--- src/rtl/uart_tx.sv ---
// uart_tx -- buffered UART transmitter.
//
// Queues bytes written from the CPU-side register interface and serialises
// them on Txd as start bit, 7 or 8 data bits (LSB first), optional parity bit,
// then 1 or 2 stop bits. The frame format and baud encoding match the
// receiver, so one control register programs both directions.
//
// Build option:
//   UART_TX_FIFO_EN  defined     -> FIFO_DEPTH-entry circular FIFO buffer
//                    not defined -> single holding register (FIFO_DEPTH ignored)
//
// Ports:
//   Clock          sole clock
//   Reset          synchronous, active-high reset
//   DataLenLimit   data bits - 1 (6 -> 7 bits, 7 -> 8 bits)
//   StopLenLimit   stop bits - 1
//   ParityEn       append a parity bit
//   ParityPolarity 0 = even, 1 = odd parity
//   BaudLimit      clock cycles per bit - 1 (>= 1)
//   Enable         permits a new frame to start
//   TxWrite        single-cycle strobe that enqueues TxData
//   TxData         byte to send (bit 7 ignored in 7-bit mode)
//   TxFull         buffer full, writes are dropped
//   TxEmpty        buffer holds no entries
//   TxOverflow     one-cycle pulse after a dropped write
//   TxBusy         a frame is on the line
//   Txd            registered serial output, idle high

module uart_tx #(
    parameter int FIFO_DEPTH = 4
) (
    input  logic        Clock,
    input  logic        Reset,
    input  logic [2:0]  DataLenLimit,
    input  logic        StopLenLimit,
    input  logic        ParityEn,
    input  logic        ParityPolarity,
    input  logic [13:0] BaudLimit,
    input  logic        Enable,
    input  logic        TxWrite,
    input  logic [7:0]  TxData,
    output logic        TxFull,
    output logic        TxEmpty,
    output logic        TxOverflow,
    output logic        TxBusy,
    output logic        Txd
);

    localparam logic [2:0] S_IDLE   = 3'd0;
    localparam logic [2:0] S_START  = 3'd1;
    localparam logic [2:0] S_DATA   = 3'd2;
    localparam logic [2:0] S_PARITY = 3'd3;
    localparam logic [2:0] S_STOP   = 3'd4;

    logic [2:0]  state;
    logic [13:0] bit_timer;
    logic [2:0]  bit_cnt;
    logic        stop_cnt;
    logic [7:0]  shift_reg;
    logic        parity_acc;
    logic [7:0]  head_data;
    logic        bit_end;
    logic        start_frame;
    logic        push;

    assign bit_end     = (bit_timer == 14'd0);
    // The pop happens in the same idle cycle that commits to a new frame.
    assign start_frame = (state == S_IDLE) && Enable && !TxEmpty;
    // TxFull is the pre-pop value, so a write into a full buffer is dropped
    // even when an entry leaves in the same cycle.
    assign push        = TxWrite && !TxFull;

`ifdef UART_TX_FIFO_EN
    localparam int PTR_W = $clog2(FIFO_DEPTH);
    localparam int CNT_W = PTR_W + 1;

    logic [7:0]       mem [FIFO_DEPTH];
    logic [PTR_W-1:0] wr_ptr;
    logic [PTR_W-1:0] rd_ptr;
    logic [CNT_W-1:0] count;
    logic [CNT_W-1:0] count_next;

    assign head_data = mem[rd_ptr];

    always_comb begin
        count_next = count;
        case ({push, start_frame})
            2'b10:   count_next = count + 1'b1;
            2'b01:   count_next = count - 1'b1;
            default: count_next = count;
        endcase
    end

    // Pointers wrap naturally because FIFO_DEPTH is a power of two; the
    // flags are registered from the post-update count.
    always_ff @(posedge Clock) begin
        if (Reset) begin
            wr_ptr  <= '0;
            rd_ptr  <= '0;
            count   <= '0;
            TxFull  <= 1'b0;
            TxEmpty <= 1'b1;
        end else begin
            if (push)
                wr_ptr <= wr_ptr + 1'b1;
            if (start_frame)
                rd_ptr <= rd_ptr + 1'b1;
            count   <= count_next;
            TxFull  <= (count_next == CNT_W'(FIFO_DEPTH));
            TxEmpty <= (count_next == '0);
        end
    end

    always_ff @(posedge Clock) begin
        if (push)
            mem[wr_ptr] <= TxData;
    end
`else
    logic [7:0] hold_data;

    assign head_data = hold_data;
    assign TxFull    = !TxEmpty;

    // A push only happens when empty and a pop only when full, so the two
    // never coincide; the register frees up as soon as a frame starts.
    always_ff @(posedge Clock) begin
        if (Reset)
            TxEmpty <= 1'b1;
        else if (push)
            TxEmpty <= 1'b0;
        else if (start_frame)
            TxEmpty <= 1'b1;
    end

    always_ff @(posedge Clock) begin
        if (push)
            hold_data <= TxData;
    end
`endif

    always_ff @(posedge Clock) begin
        if (Reset)
            TxOverflow <= 1'b0;
        else
            TxOverflow <= TxWrite && TxFull;
    end

    // Frame sequencer. Every bit reloads the timer with BaudLimit and ends
    // when it reads zero, giving BaudLimit + 1 cycles per bit. Parity is
    // accumulated from the bits actually driven, seeded with the polarity.
    always_ff @(posedge Clock) begin
        if (Reset) begin
            state      <= S_IDLE;
            Txd        <= 1'b1;
            TxBusy     <= 1'b0;
            bit_timer  <= '0;
            bit_cnt    <= '0;
            stop_cnt   <= 1'b0;
            shift_reg  <= '0;
            parity_acc <= 1'b0;
        end else begin
            if (state != S_IDLE && !bit_end)
                bit_timer <= bit_timer - 1'b1;

            case (state)
                S_IDLE: begin
                    if (start_frame) begin
                        state      <= S_START;
                        Txd        <= 1'b0;
                        TxBusy     <= 1'b1;
                        bit_timer  <= BaudLimit;
                        shift_reg  <= head_data;
                        parity_acc <= ParityPolarity;
                        bit_cnt    <= '0;
                    end
                end
                S_START: begin
                    if (bit_end) begin
                        state      <= S_DATA;
                        Txd        <= shift_reg[0];
                        parity_acc <= parity_acc ^ shift_reg[0];
                        shift_reg  <= shift_reg >> 1;
                        bit_timer  <= BaudLimit;
                    end
                end
                S_DATA: begin
                    if (bit_end) begin
                        bit_timer <= BaudLimit;
                        if (bit_cnt == DataLenLimit) begin
                            bit_cnt <= '0;
                            if (ParityEn) begin
                                state <= S_PARITY;
                                Txd   <= parity_acc;
                            end else begin
                                state    <= S_STOP;
                                Txd      <= 1'b1;
                                stop_cnt <= 1'b0;
                            end
                        end else begin
                            bit_cnt    <= bit_cnt + 1'b1;
                            Txd        <= shift_reg[0];
                            parity_acc <= parity_acc ^ shift_reg[0];
                            shift_reg  <= shift_reg >> 1;
                        end
                    end
                end
                S_PARITY: begin
                    if (bit_end) begin
                        state     <= S_STOP;
                        Txd       <= 1'b1;
                        stop_cnt  <= 1'b0;
                        bit_timer <= BaudLimit;
                    end
                end
                S_STOP: begin
                    if (bit_end) begin
                        if (stop_cnt == StopLenLimit) begin
                            state  <= S_IDLE;
                            Txd    <= 1'b1;
                            TxBusy <= 1'b0;
                        end else begin
                            stop_cnt  <= 1'b1;
                            bit_timer <= BaudLimit;
                        end
                    end
                end
                default: begin
                    state  <= S_IDLE;
                    Txd    <= 1'b1;
                    TxBusy <= 1'b0;
                end
            endcase
        end
    end

endmodule

--- config.mk ---
export PLATFORM = sky130hd
export DESIGN_NAME = uart_tx
export DESIGN_NICKNAME = d
export VERILOG_FILES = /design/src/rtl/uart_tx.sv
export SDC_FILE = /design/constraint.sdc
export NUM_CORES = 1
export LEC_CHECK = 0
export CORE_AREA = 2 2 68 70
export CTS_BUF_LIST = sky130_fd_sc_hd__clkbuf_16
export DETAILED_ROUTE_END_ITERATION = 6
export DIE_AREA = 0 0 70 72
export PLACE_DENSITY = 0.77
export RECOVER_POWER = 25
export SLEW_MARGIN = 10
export SYNTH_ARGS = -nofsm -noshare
export SYNTH_HDL_FRONTEND = slang
export SYNTH_SLANG_ARGS = --single-unit
--- constraint.sdc ---
create_clock -name Clock -period 2.7 [get_ports Clock]
set_input_delay 0.54 -clock Clock [delete_from_list [all_inputs] [get_ports Clock]]
set_output_delay 0.54 -clock Clock [all_outputs]
set_load 0.03 [all_outputs]
== Word level (Yosys, flattened, before mapping) ==
Index checks and enable logic that the tools add are counted.
Storage, ports and cells
  bits of input ports: 32
  output and inout port bits: 5
  register bits after elaboration: 42
  word-level logic and storage cells: 102
Operators by class
  multiplexer cells: 50
  add/sub/neg operators: 2
  reductions and logical operators: 21
  bitwise operators: 2
  equal/unequal tests: 16
Operators by type and width (count)
  14-bit 2-to-1 mux: 5
  14-bit case mux with 3 select lines: 1
  3-bit 2-to-1 mux: 11
  8-bit 2-to-1 mux: 4
  8-bit case mux with 3 select lines: 1
  1-bit 2-to-1 mux: 22
  2-bit inequality test, second input constant: 10
  3-bit case mux with 5 select lines: 1
  14-bit zero test: 1
  7-bit AND reduction: 2
  14-bit by 1-bit subtractor with 14-bit output, second input constant: 1
  1-bit case mux with 3 select lines: 3
  3-bit nonzero test: 3
  3-bit by 2-bit == test with 1-bit output, second input constant: 2
  3-bit case mux with 2 select lines: 1
  6-bit AND reduction: 1
  1-bit logical AND: 5
  1-bit case mux with 5 select lines: 1
  5-bit AND reduction: 1
  4-bit AND reduction: 1
  2-bit nonzero test: 2
  3-bit by 1-bit adder with 3-bit output, second input constant: 1
  3-bit by 1-bit == test with 1-bit output, second input constant: 1
  3-bit == test: 1
  8 further kinds: 9

== Logic depth before layout (Yosys ltp) ==
Gate-level depths: netlist (run 1).
  depth after elaboration: 7
  depth in mapped cells: 8

== Least setup slack after synthesis (run 1) ==
OpenSTA, ideal clock, no wires.
  path type: register to register
  start point: reg bit_timer[9]
  end point: reg parity_acc
  stages on the path, launching flop included: 7
  setup slack: 360 ps
  buffers on the path: 1
  data required time: 2583 ps
  arrival: 2223 ps
  path through: dfxtp_1 -> or4_4 -> or4_4 -> buf_4 -> nor4b_1 -> o21ai_0 -> a32o_1
Between the ends
  cells in the longest elaborated chain, start to end: 3
Ends and longest elaborated chain
  start: declaration: RTL line 56  | logic [13:0] bit_timer;
  start signal: assignment: RTL line 163  | bit_timer <= bit_timer - 1'b1;
  start signal: assignment: RTL line 171  | bit_timer <= BaudLimit;
  start signal: assignment: RTL line 183  | bit_timer <= BaudLimit;
  14-bit zero test *: RTL line 66  | assign bit_end = (bit_timer == 14'd0);
  2-bit inequality test (no line)
  5-bit AND reduction (no line) *
  end signal: assignment: RTL line 173  | parity_acc <= ParityPolarity;
  end signal: assignment: RTL line 181  | parity_acc <= parity_acc ^ shift_reg[0];
  end signal: assignment: RTL line 202  | parity_acc <= parity_acc ^ shift_reg[0];
  end: declaration: RTL line 60  | logic parity_acc;
Mark *: on every way between the ends. The rest lies on a longest branch, timed or not.
A chain may end at the register's enable or synchronous reset.

== Final worst setup path (run 1) ==
  start point: reg bit_timer[9]
  end point: reg bit_timer[7]
Between the ends
  cells in the longest elaborated chain, start to end: 7
Ends and longest elaborated chain
  14-bit zero test *: RTL line 66
  1-bit zero test: RTL line 162  | if (state != S_IDLE && !bit_end)
  1-bit logical AND: RTL line 162
  14-bit 2-to-1 mux: RTL line 162
  14-bit 2-to-1 mux: RTL line 217  | if (stop_cnt == StopLenLimit) begin
  14-bit 2-to-1 mux: RTL line 216  | if (bit_end) begin
  14-bit case mux with 3 select lines *: RTL line 165  | case (state)
Marks and branches as above.

==> flow_summary.json, run 1 <==
{
  "cp-start-kind": "flip-flop",
  "synth_cells": 232,
  "worst-endpoint-required_ps": 2910,
  "synth.yosys.seq_area_share_pct": 41.94,
  "clk_pin_slew_worst_paths_ps": 60,
  "drt_iter0_markers": 149,
  "final_antenna_net_count": 0,
  "layout.filler_cells": 371,
  "worstSetupPathType": "flip-flop to flip-flop",
  "power.static_leakage_nw": 0.9980,
  "number_of_flip_flops_in_the_largest_register": 14,
  "core_area_um2": 4264,
  "grt_max_degree": 18,
  "placement.io_buffers": 36,
  "count_of_maximum_capacitance_violations": 0,
  "cts-buffers-inserted": 5,
  "floorplan.initialDensity_pct": 51.50,
  "drive_gt1_share_pct": 9.259,
  "grt_antenna_before_repair": 0,
  "tritoncts": "built",
  "unrepaired_setup_endpoints_after_global_routing": "no",
  "num-nets-final": 304,
  "clock_latency_reported_for_the_late_side_of_the_worst_skew_pair_ps": 280,
  "hold_class": "flip-flop to flip-flop",
  "clockRootBuffer": "clkbuf_16",
  "share_of_flip_flops_with_an_asynchronous_set_or_reset_pct": 0,
  "power_frac_clock_pct": 23.9,
  "seq_power_share_pct": 36.3,
  "finalWeightedCongestion": 0.8424,
  "totalWireLength_mm": 4.774,
  "via_density_per_instance": 5.901,
  "ctsHoldBuffers": 0,
  "yosys_most_used_dff": "dfxtp_1",
  "status": "finished, final reports clean",
  "fp.dieArea_um2": 5040,
  "grt.total_usage_pct": 20.15,
  "timing.final.crit_period_ps": 2551,
  "power_frac_comb_pct": 39.8,
  "switching_share_pct": 37.62,
  "detailedPlace.worstSlack_ps": 167.8,
  "die_x_um": 70,
  "report.final.hold_viol_count": 0,
  "drt_pass1_iterations": 4,
  "fin_tns_setup_ps": 0,
  "dp_hpwl_mm": 3.380,
  "fp-row-count": 24,
  "drc": 0,
  "critical_path.max_fanout": 12,
  "syn2layout_area_growth_pct": 25.30,
  "die_height_um": 72,
  "io_count": 37,
  "intPower_w": 0.001487,
  "arrival_ps": 2760,
  "post_cts.repair.setup_buffers": 0,
  "routedWlPerCell_um": 14.83,
  "grt_pass1_wl_mm": 8.142,
  "timing.fmax_ghz": 0.3920,
  "mostFrequentLayoutCell": "dfxtp_1",
  "yosysWarningCount": 0,
  "switchingPower_w": 0.0008966,
  "antenna_cells_inserted": 0,
  "grt_pass1_vias": 1779,
  "max-clock-path-buffers": 2,
  "postSynthNetCount": 267,
  "fin_worst_skew_ps": 3.133,
  "synth.lib_cells_used.distinct": 55,
  "detailroute.via_count": 1900,
  "timing.slew.headroom_pct": 62.40,
  "finalSetupViolations": 0,
  "post_synth.cell_area_avg_um2": 9.465,
  "final_cell_mix": "34 x dfxtp_1, 27 x clkdlybuf4s50_1, 16 x a21oi_1",
  "cts-resized-gates": 0,
  "vdd.ir_drop.worst_uv": 564.9,
  "synth_edf_count": 8,
  "synth_seq_cells": 42,
  "timing.final.max_slew_violations": 0,
  "overflow": 0,
  "synth_area_um2": 2196,
  "max_slew.worst_pin.slew_ps": 563.9,
  "cts.htree.levels": 2,
  "powerDensity_nw_per_um2": 866.2,
  "numClockSinks": 42,
  "critical_path.endpoint_type": "flip-flop",
  "fin_worst_setup_slack_ps": 148.9,
  "layout_worst_path_cycle_share_pct": 94.49
}
critical path, cell delays in order, from the launching register on:
cell       delay, ps
dfxtp_1          350
or4_4            580
or4_4            670
o21a_1           350
nor2_2           380
o2bb2ai_1        150
final timing paths:
| kind | from | end | slack (ps) | cells past startpoint |
|---|---|---|---|---|
| setup / recovery | bit_timer[9] | bit_timer[7] | 150 | 5 |
| setup reg to reg | bit_timer[9] | bit_timer[7] | 150 | 5 |
| hold / removal | head_data[7] | shift_reg[7] | 480 | 1 |
| hold reg to reg | head_data[7] | shift_reg[7] | 480 | 1 |
routing by layer:
layer,part of all wire (%),GRT usage [%],vias to the layer above
li1,-,-,961
met1,45,26.30,862
met2,48,32.91,68
met3,5.3,4.444,9
met4,1.4,7.906,0
met5,0,0,-
per-stage QoR:
stage	util (%)	hold WS, ps	instance area [µm²]	power [W]	std cells
2_1_floorplan	-	458.3	2196	0.001583	232
3_3_place_gp	61.18	463.0	2609	0.001795	314
3_5_place_dp	61.18	467.7	2609	0.001808	314
4_1_cts	64.52	481.6	2751	0.002397	322
5_1_grt	64.52	496.5	2751	0.002538	322
6_report	64.52	481.1	2751	0.002383	322
cell type report:
class / count / area [µm²] / area share [%]
Multi-Input combinational cell: 173 / 1199 / 43.57
Sequential cell: 42 / 920.9 / 33.47
Timing Repair Buffer: 42 / 405.4 / 14.73
Clock buffer: 5 / 125.1 / 4.548
Tap cell: 52 / 65.06 / 2.365
Inverter: 5 / 18.77 / 0.6821
Clock inverter: 3 / 17.52 / 0.6367
power by group through the flow:
stage                     Clock (W)  Sequential (W)  Combinational [W]
after floorplan                   0        0.000850           0.000733
after global placement            0        0.000869           0.000926
after detailed placement          0        0.000873           0.000934
after CTS                  0.000582        0.000862           0.000952
after global routing       0.000605        0.000883            0.00105
final                      0.000570        0.000865           0.000948
kinds of logic (layout without fill, tap and decap cells):
group                      after synthesis  in the layout  share of synthesized area, %
AOI/OAI and AO/OA                       68             68                         23.70
xor gates and xnor gates                12             12                         4.786
adders and majority gates                3              3                         1.710
buffers and inverters                   17             55                         3.476
DFF                                     42             42                         41.94
muxes                                    8              8                         3.647
and+or+nand+nor                         82             82                         20.74
synthesized netlist by cell type (4+ instances only):
cell / instances / area, µm²
a211oi_1: 9 / 67.56
a21oi_1: 16 / 80.08
clkbuf_1: 8 / 30.03
dfxtp_1: 34 / 680.7
edfxtp_1: 8 / 240.2
inv_1: 5 / 18.77
mux2i_1: 8 / 80.08
nand2_1: 13 / 48.80
nand2b_1: 7 / 43.79
nand3b_1: 4 / 30.03
nor2_1: 15 / 56.30
nor3_1: 14 / 70.07
nor4_1: 6 / 37.54
o21ai_0: 9 / 45.04
o2bb2ai_1: 9 / 78.83
xnor2_1: 8 / 70.07
xor2_1: 4 / 35.03
(Power assumes the default switching activity.)
==> inputs of run 2 (changes only) <==
- ABC_CLOCK_PERIOD_IN_PS: default -> 2700
- CELL_PAD_IN_SITES_DETAIL_PLACEMENT: default -> 0
- CELL_PAD_IN_SITES_GLOBAL_PLACEMENT: default -> 2
- CORE_AREA: 2 2 68 70 -> 2 2 86 88
- DIE_AREA: 0 0 70 72 -> 0 0 88 90
- PLACE_DENSITY: 0.77 -> default
- PLACE_DENSITY_LB_ADDON: default -> 0.1
==> run 2 against run 1 <==
Flip-flop and latch count unchanged. Clock skew up 3.9 ps. Die area up 57%. Clock power up 12%. Utilization down 24 points. Via count down 0.32%. Hold slack better by 19 ps. Routed wire length up 15%.
==> flow_summary.json, run 2 (synthesized netlist as in run 1, its figures left out) <==
{
  "worstSetupPathType": "flip-flop to flip-flop",
  "syn2layout_area_growth_pct": 30.94,
  "detailroute.via_count": 1894,
  "drt_pass1_iterations": 4,
  "grt_pass1_wl_mm": 9.059,
  "worst-endpoint-required_ps": 2920,
  "timing.final.crit_period_ps": 2540,
  "max-clock-path-buffers": 2,
  "floorplan.initialDensity_pct": 31.28,
  "fin_tns_setup_ps": 0,
  "drive_gt1_share_pct": 11.23,
  "fin_worst_skew_ps": 7.022,
  "critPathBufInv": 0,
  "cp-start-kind": "flip-flop",
  "number_of_flip_flops_in_the_largest_register": 14,
  "core_area_um2": 7020,
  "grt_antenna_before_repair": 0,
  "placed_cells_incl_taps": 367,
  "timing.final.max_slew_violations": 0,
  "placement.io_buffers": 36,
  "cell_type_group_with_the_largest_total_delay_on_the_critical_path": "simple AND/OR/NAND/NOR gates",
  "critical_path.endpoint_type": "flip-flop",
  "antenna_cells_inserted": 0,
  "finalWeightedCongestion": 0.7542,
  "hold-worst-slack_ps": 500.1,
  "fp.dieArea_um2": 7920,
  "drc": 0,
  "overflow": 0,
  "finalSetupViolations": 0,
  "timing.fmax_ghz": 0.3936,
  "mostFrequentLayoutCell": "dfxtp_1",
  "power.static_leakage_nw": 1.029,
  "timing.slew.headroom_pct": 59.65,
  "die_height_um": 90,
  "cts-buffers-inserted": 5,
  "cts.htree.levels": 2,
  "final_antenna_net_count": 0,
  "max_slew.worst_pin.slew_ps": 600.2,
  "via_density_per_instance": 5.051,
  "drt_iter0_markers": 52,
  "grt_max_degree": 22,
  "tritoncts": "built",
  "cts-resized-gates": 0,
  "fp-row-count": 31,
  "count_of_maximum_capacitance_violations": 0,
  "totalWireLength_mm": 5.500,
  "timing.critical_path.slowest_cell_delay_ps": 670,
  "clockRootBuffer": "clkbuf_16",
  "layout_worst_path_cycle_share_pct": 94.09,
  "crit_top_cell": "or4_4",
  "io_count": 37,
  "report.final.hold_viol_count": 0,
  "ctsHoldBuffers": 0,
  "grt.total_usage_pct": 14.67,
  "fin_worst_setup_slack_ps": 159.5,
  "critical_path.max_fanout": 12,
  "status": "finished, final reports clean",
  "final_cell_mix": "34 x dfxtp_1, 26 x clkdlybuf4s50_1, 16 x a21oi_1",
  "slowest_stage": "or4_4",
  "routedWlPerCell_um": 14.67,
  "grt_pass1_vias": 1813,
  "post_cts.repair.setup_buffers": 0,
  "num-nets-final": 310,
  "dp_hpwl_mm": 4.052,
  "crit_chain": "or4_4 -> or4_4 -> o21a_1 -> nor2_2 -> o2bb2ai_1",
  "die_x_um": 88,
  "unrepaired_setup_endpoints_after_global_routing": "no",
  "vdd.ir_drop.worst_uv": 361.5,
  "clk_pin_slew_worst_paths_ps": 70,
  "post_layout_nonfiller_instances": 375,
  "clock_latency_reported_for_the_late_side_of_the_worst_skew_pair_ps": 290,
  "hold_class": "flip-flop to flip-flop",
  "powerDensity_nw_per_um2": 865.5,
  "arrival_ps": 2760,
  "numClockSinks": 42,
  "detailedPlace.worstSlack_ps": 168.5
}
run 2: worst register-to-register path: cells and delay by family, from the launching register on:
kind / cells / cell delay (ps)
and+or+nand+nor: 3 / 1650
AOI/OAI and AO/OA: 2 / 470
DFF: 1 / 350
run 2: layout make-up:
class | count | area, µm²
Fill cell | 750 | 4145
Multi-Input combinational cell | 173 | 1199
Tap cell | 99 | 123.9
Clock inverter | 3 | 28.78
Timing Repair Buffer | 48 | 459.2
Sequential cell | 42 | 920.9
Inverter | 5 | 18.77
Clock buffer | 5 | 125.1
run 2: path summary, 6_finish.rpt:
check                    start             to  slack, ps  cells past startpoint
setup / recovery  bit_timer[9]  bit_timer[10]        160                      5
hold / removal    shift_reg[2]   shift_reg[2]        500                      2
setup reg to reg  bit_timer[9]  bit_timer[10]        160                      5
hold reg to reg   shift_reg[2]   shift_reg[2]        500                      2
run 2: power by group:
part	leakage, nW	internal [W]	switching, W
registers	0.354	0.000750	0.0000998
logic	0.598	0.000421	0.000580
clock network	0.0763	0.000355	0.000282
run 2: layer usage:
| layer | share of wire [%] | global-route usage (%) | up-vias |
|---|---|---|---|
| li1 | - | - | 975 |
| met2 | 48 | 23.61 | 33 |
| met1 | 47 | 19.06 | 880 |
| met5 | 0 | 0 | - |
| met4 | 1.5 | 5.128 | 0 |
| met3 | 3.0 | 3.306 | 6 |
run 2: stage by stage:
step | cell area, µm² | utilization, % | power, W
finish | 2875 | 40.96 | 0.002489
global route | 2875 | 40.96 | 0.002667
CTS | 2879 | 41.01 | 0.002528
detailed placement | 2725 | 38.82 | 0.001875
global placement | 2725 | 38.82 | 0.001891
floorplan | 2196 | - | 0.001583
==> inputs of run 3 (changes only) <==
- ABC_CLOCK_PERIOD_IN_PS: 2700 -> 2500
- CAP_MARGIN: default -> 20
- PLACE_DENSITY: default -> 0.78
- PLACE_DENSITY_LB_ADDON: 0.1 -> default
- clock period: 2.7 -> 2.5 ns (I/O delays scaled with it)
==> run 3 against run 2 <==
Worst setup slack got worse by 41 ps. Non-clock buffer count increased by 4. Cell area increased by 1.5%. Sequential share of layout area decreased by 0.48 points. Clock power increased by 3%. Combinational power increased by 22%. Clock skew about the same. Hold slack got worse by 4.8 ps. Register-to-register slack got worse by 40 ps. Utilization increased by 0.62 points.
==> flow_summary.json, run 3 (synthesized netlist as in run 1, its figures left out) <==
{
  "fp-row-count": 31,
  "dp_hpwl_mm": 3.865,
  "antenna_cells_inserted": 0,
  "core_area_um2": 7020,
  "numClockSinks": 42,
  "unrepaired_setup_endpoints_after_global_routing": "no",
  "routedWlPerCell_um": 14.18,
  "design_power_total_w": 0.002797,
  "syn2layout_area_growth_pct": 32.93,
  "overflow": 0,
  "grt_antenna_before_repair": 0,
  "timing.critical_path.slowest_cell_delay_ps": 620,
  "crit_chain": "or4_4 -> or4_4 -> o21a_1 -> nor2_2 -> buf_4 -> o2bb2ai_1",
  "power.static_leakage_nw": 1.044,
  "finalSetupViolations": 0,
  "totalWireLength_mm": 5.390,
  "clk_pin_slew_worst_paths_ps": 70,
  "mostFrequentLayoutCell": "dfxtp_1",
  "grt_pass1_wl_mm": 8.790,
  "fin_tns_setup_ps": 0,
  "critical_path.endpoint_type": "flip-flop",
  "timing.final.max_slew_violations": 0,
  "fp.dieArea_um2": 7920,
  "number_of_flip_flops_in_the_largest_register": 14,
  "utilization_pct": 41.58,
  "drc": 0,
  "fin_worst_skew_ps": 6.862,
  "drt_pass1_iterations": 4,
  "placement.cell_area_um2": 2755,
  "drive_gt1_share_pct": 13.88,
  "post_cts.repair.setup_buffers": 0,
  "report.final.hold_viol_count": 0,
  "grt.total_usage_pct": 13.88,
  "die_x_um": 88,
  "placement.io_buffers": 36,
  "detailroute.via_count": 1950,
  "num-nets-final": 315,
  "drt_iter0_markers": 54,
  "finalWeightedCongestion": 0.7523,
  "finish.instance_area_um2": 2919,
  "grt_pass1_vias": 1850,
  "worst-endpoint-required_ps": 2720,
  "layout_worst_path_cycle_share_pct": 95.27,
  "crit_top_cell": "or4_4",
  "clockRootBuffer": "clkbuf_16",
  "max-clock-path-buffers": 2,
  "cp-start-kind": "flip-flop",
  "grt_max_degree": 18,
  "max_slew.worst_pin.slew_ps": 637.0,
  "worstSetupPathType": "flip-flop to flip-flop",
  "critical_path.max_fanout": 11,
  "powerDensity_nw_per_um2": 958.3,
  "count_of_maximum_capacitance_violations": 0,
  "cts.htree.levels": 2,
  "io_count": 37,
  "clock_latency_reported_for_the_late_side_of_the_worst_skew_pair_ps": 280,
  "hold_class": "flip-flop to flip-flop",
  "timing.slew.headroom_pct": 57.48,
  "timing.final.crit_period_ps": 2382,
  "final_antenna_net_count": 0,
  "floorplan.initialDensity_pct": 31.28,
  "slowest_stage": "or4_4",
  "via_density_per_instance": 5.132,
  "timing.fmax_ghz": 0.4199,
  "die_height_um": 90,
  "cts-buffers-inserted": 5,
  "status": "finished, final reports clean",
  "vdd.ir_drop.worst_uv": 374.6,
  "tritoncts": "built",
  "layout.filler_cells": 737,
  "arrival_ps": 2600,
  "final_cell_mix": "34 x dfxtp_1, 26 x clkdlybuf4s50_1, 16 x a21oi_1"
}
[run 3: changes by cell type in the layout (fill, tap and decap cells not counted), sizes merged]
cell and change:
buf +5, clkinvlp +2, clkbuf -1, clkinv -1, inv -1, or4 +1
[run 3: where the power goes]
| group | total, W | internal [W] | switching (W) |
|---|---|---|---|
| clock | 0.000654 | 0.000373 | 0.000281 |
| combinational | 0.00122 | 0.000554 | 0.000668 |
| sequential | 0.000921 | 0.000810 | 0.000111 |
[run 3: path summary, 6_finish.rpt]
check | startpoint | to | slack (ps) | depth (start not counted)
worst max-delay path | bit_timer[7] | bit_timer[5] | 120 | 6
worst min-delay path | head_data[7] | shift_reg[7] | 500 | 1
worst max register to register | bit_timer[7] | bit_timer[5] | 120 | 6
worst min register to register | head_data[7] | shift_reg[7] | 500 | 1
[run 3: stage by stage]
step	setup WS, ps	hold slack (ps)	cells
after global routing	6.750	523.0	380
final	118.2	495.4	380
after floorplan	160.1	458.3	232
after CTS	30.57	497.1	379
after global placement	89.64	473.6	371
after detailed placement	34.27	487.0	371
[run 3: repair_timing]
| item | CTS | global route |
|---|---|---|
| hold buffers | 0 | 0 |
| endpoints found under the hold margin | 0 | 0 |
| resized for setup | 0 | 3 |
| setup endpoints to repair | 0 | 16 |
[run 3: cell type report]
class	count	area, µm²	share of cell area (%)
timing repair buffer	52	493.0	16.89
multi-input combinational	174	1214	41.58
tap	99	123.9	4.243
inverter	5	18.77	0.6429
sequential	42	920.9	31.55
clock inverter	3	23.77	0.8144
clock buffer	5	125.1	4.286
[run 3: worst max-delay path, delay by kind of cell (launching register included)]
| family | cells | cell delay [ps] |
|---|---|---|
| simple gates | 3 | 1340 |
| compound gates | 2 | 460 |
| flops | 1 | 340 |
| buf+inv | 1 | 170 |
[run 3: routing by layer]
metal / global-route usage [%] / part of all wire (%) / vias to the layer above
li1: - / - / 990
met1: 19.41 / 49 / 915
met2: 21.34 / 47 / 40
met3: 2.847 / 3.5 / 5
met4: 4.231 / 0.85 / 0
met5: 0 / 0 / -
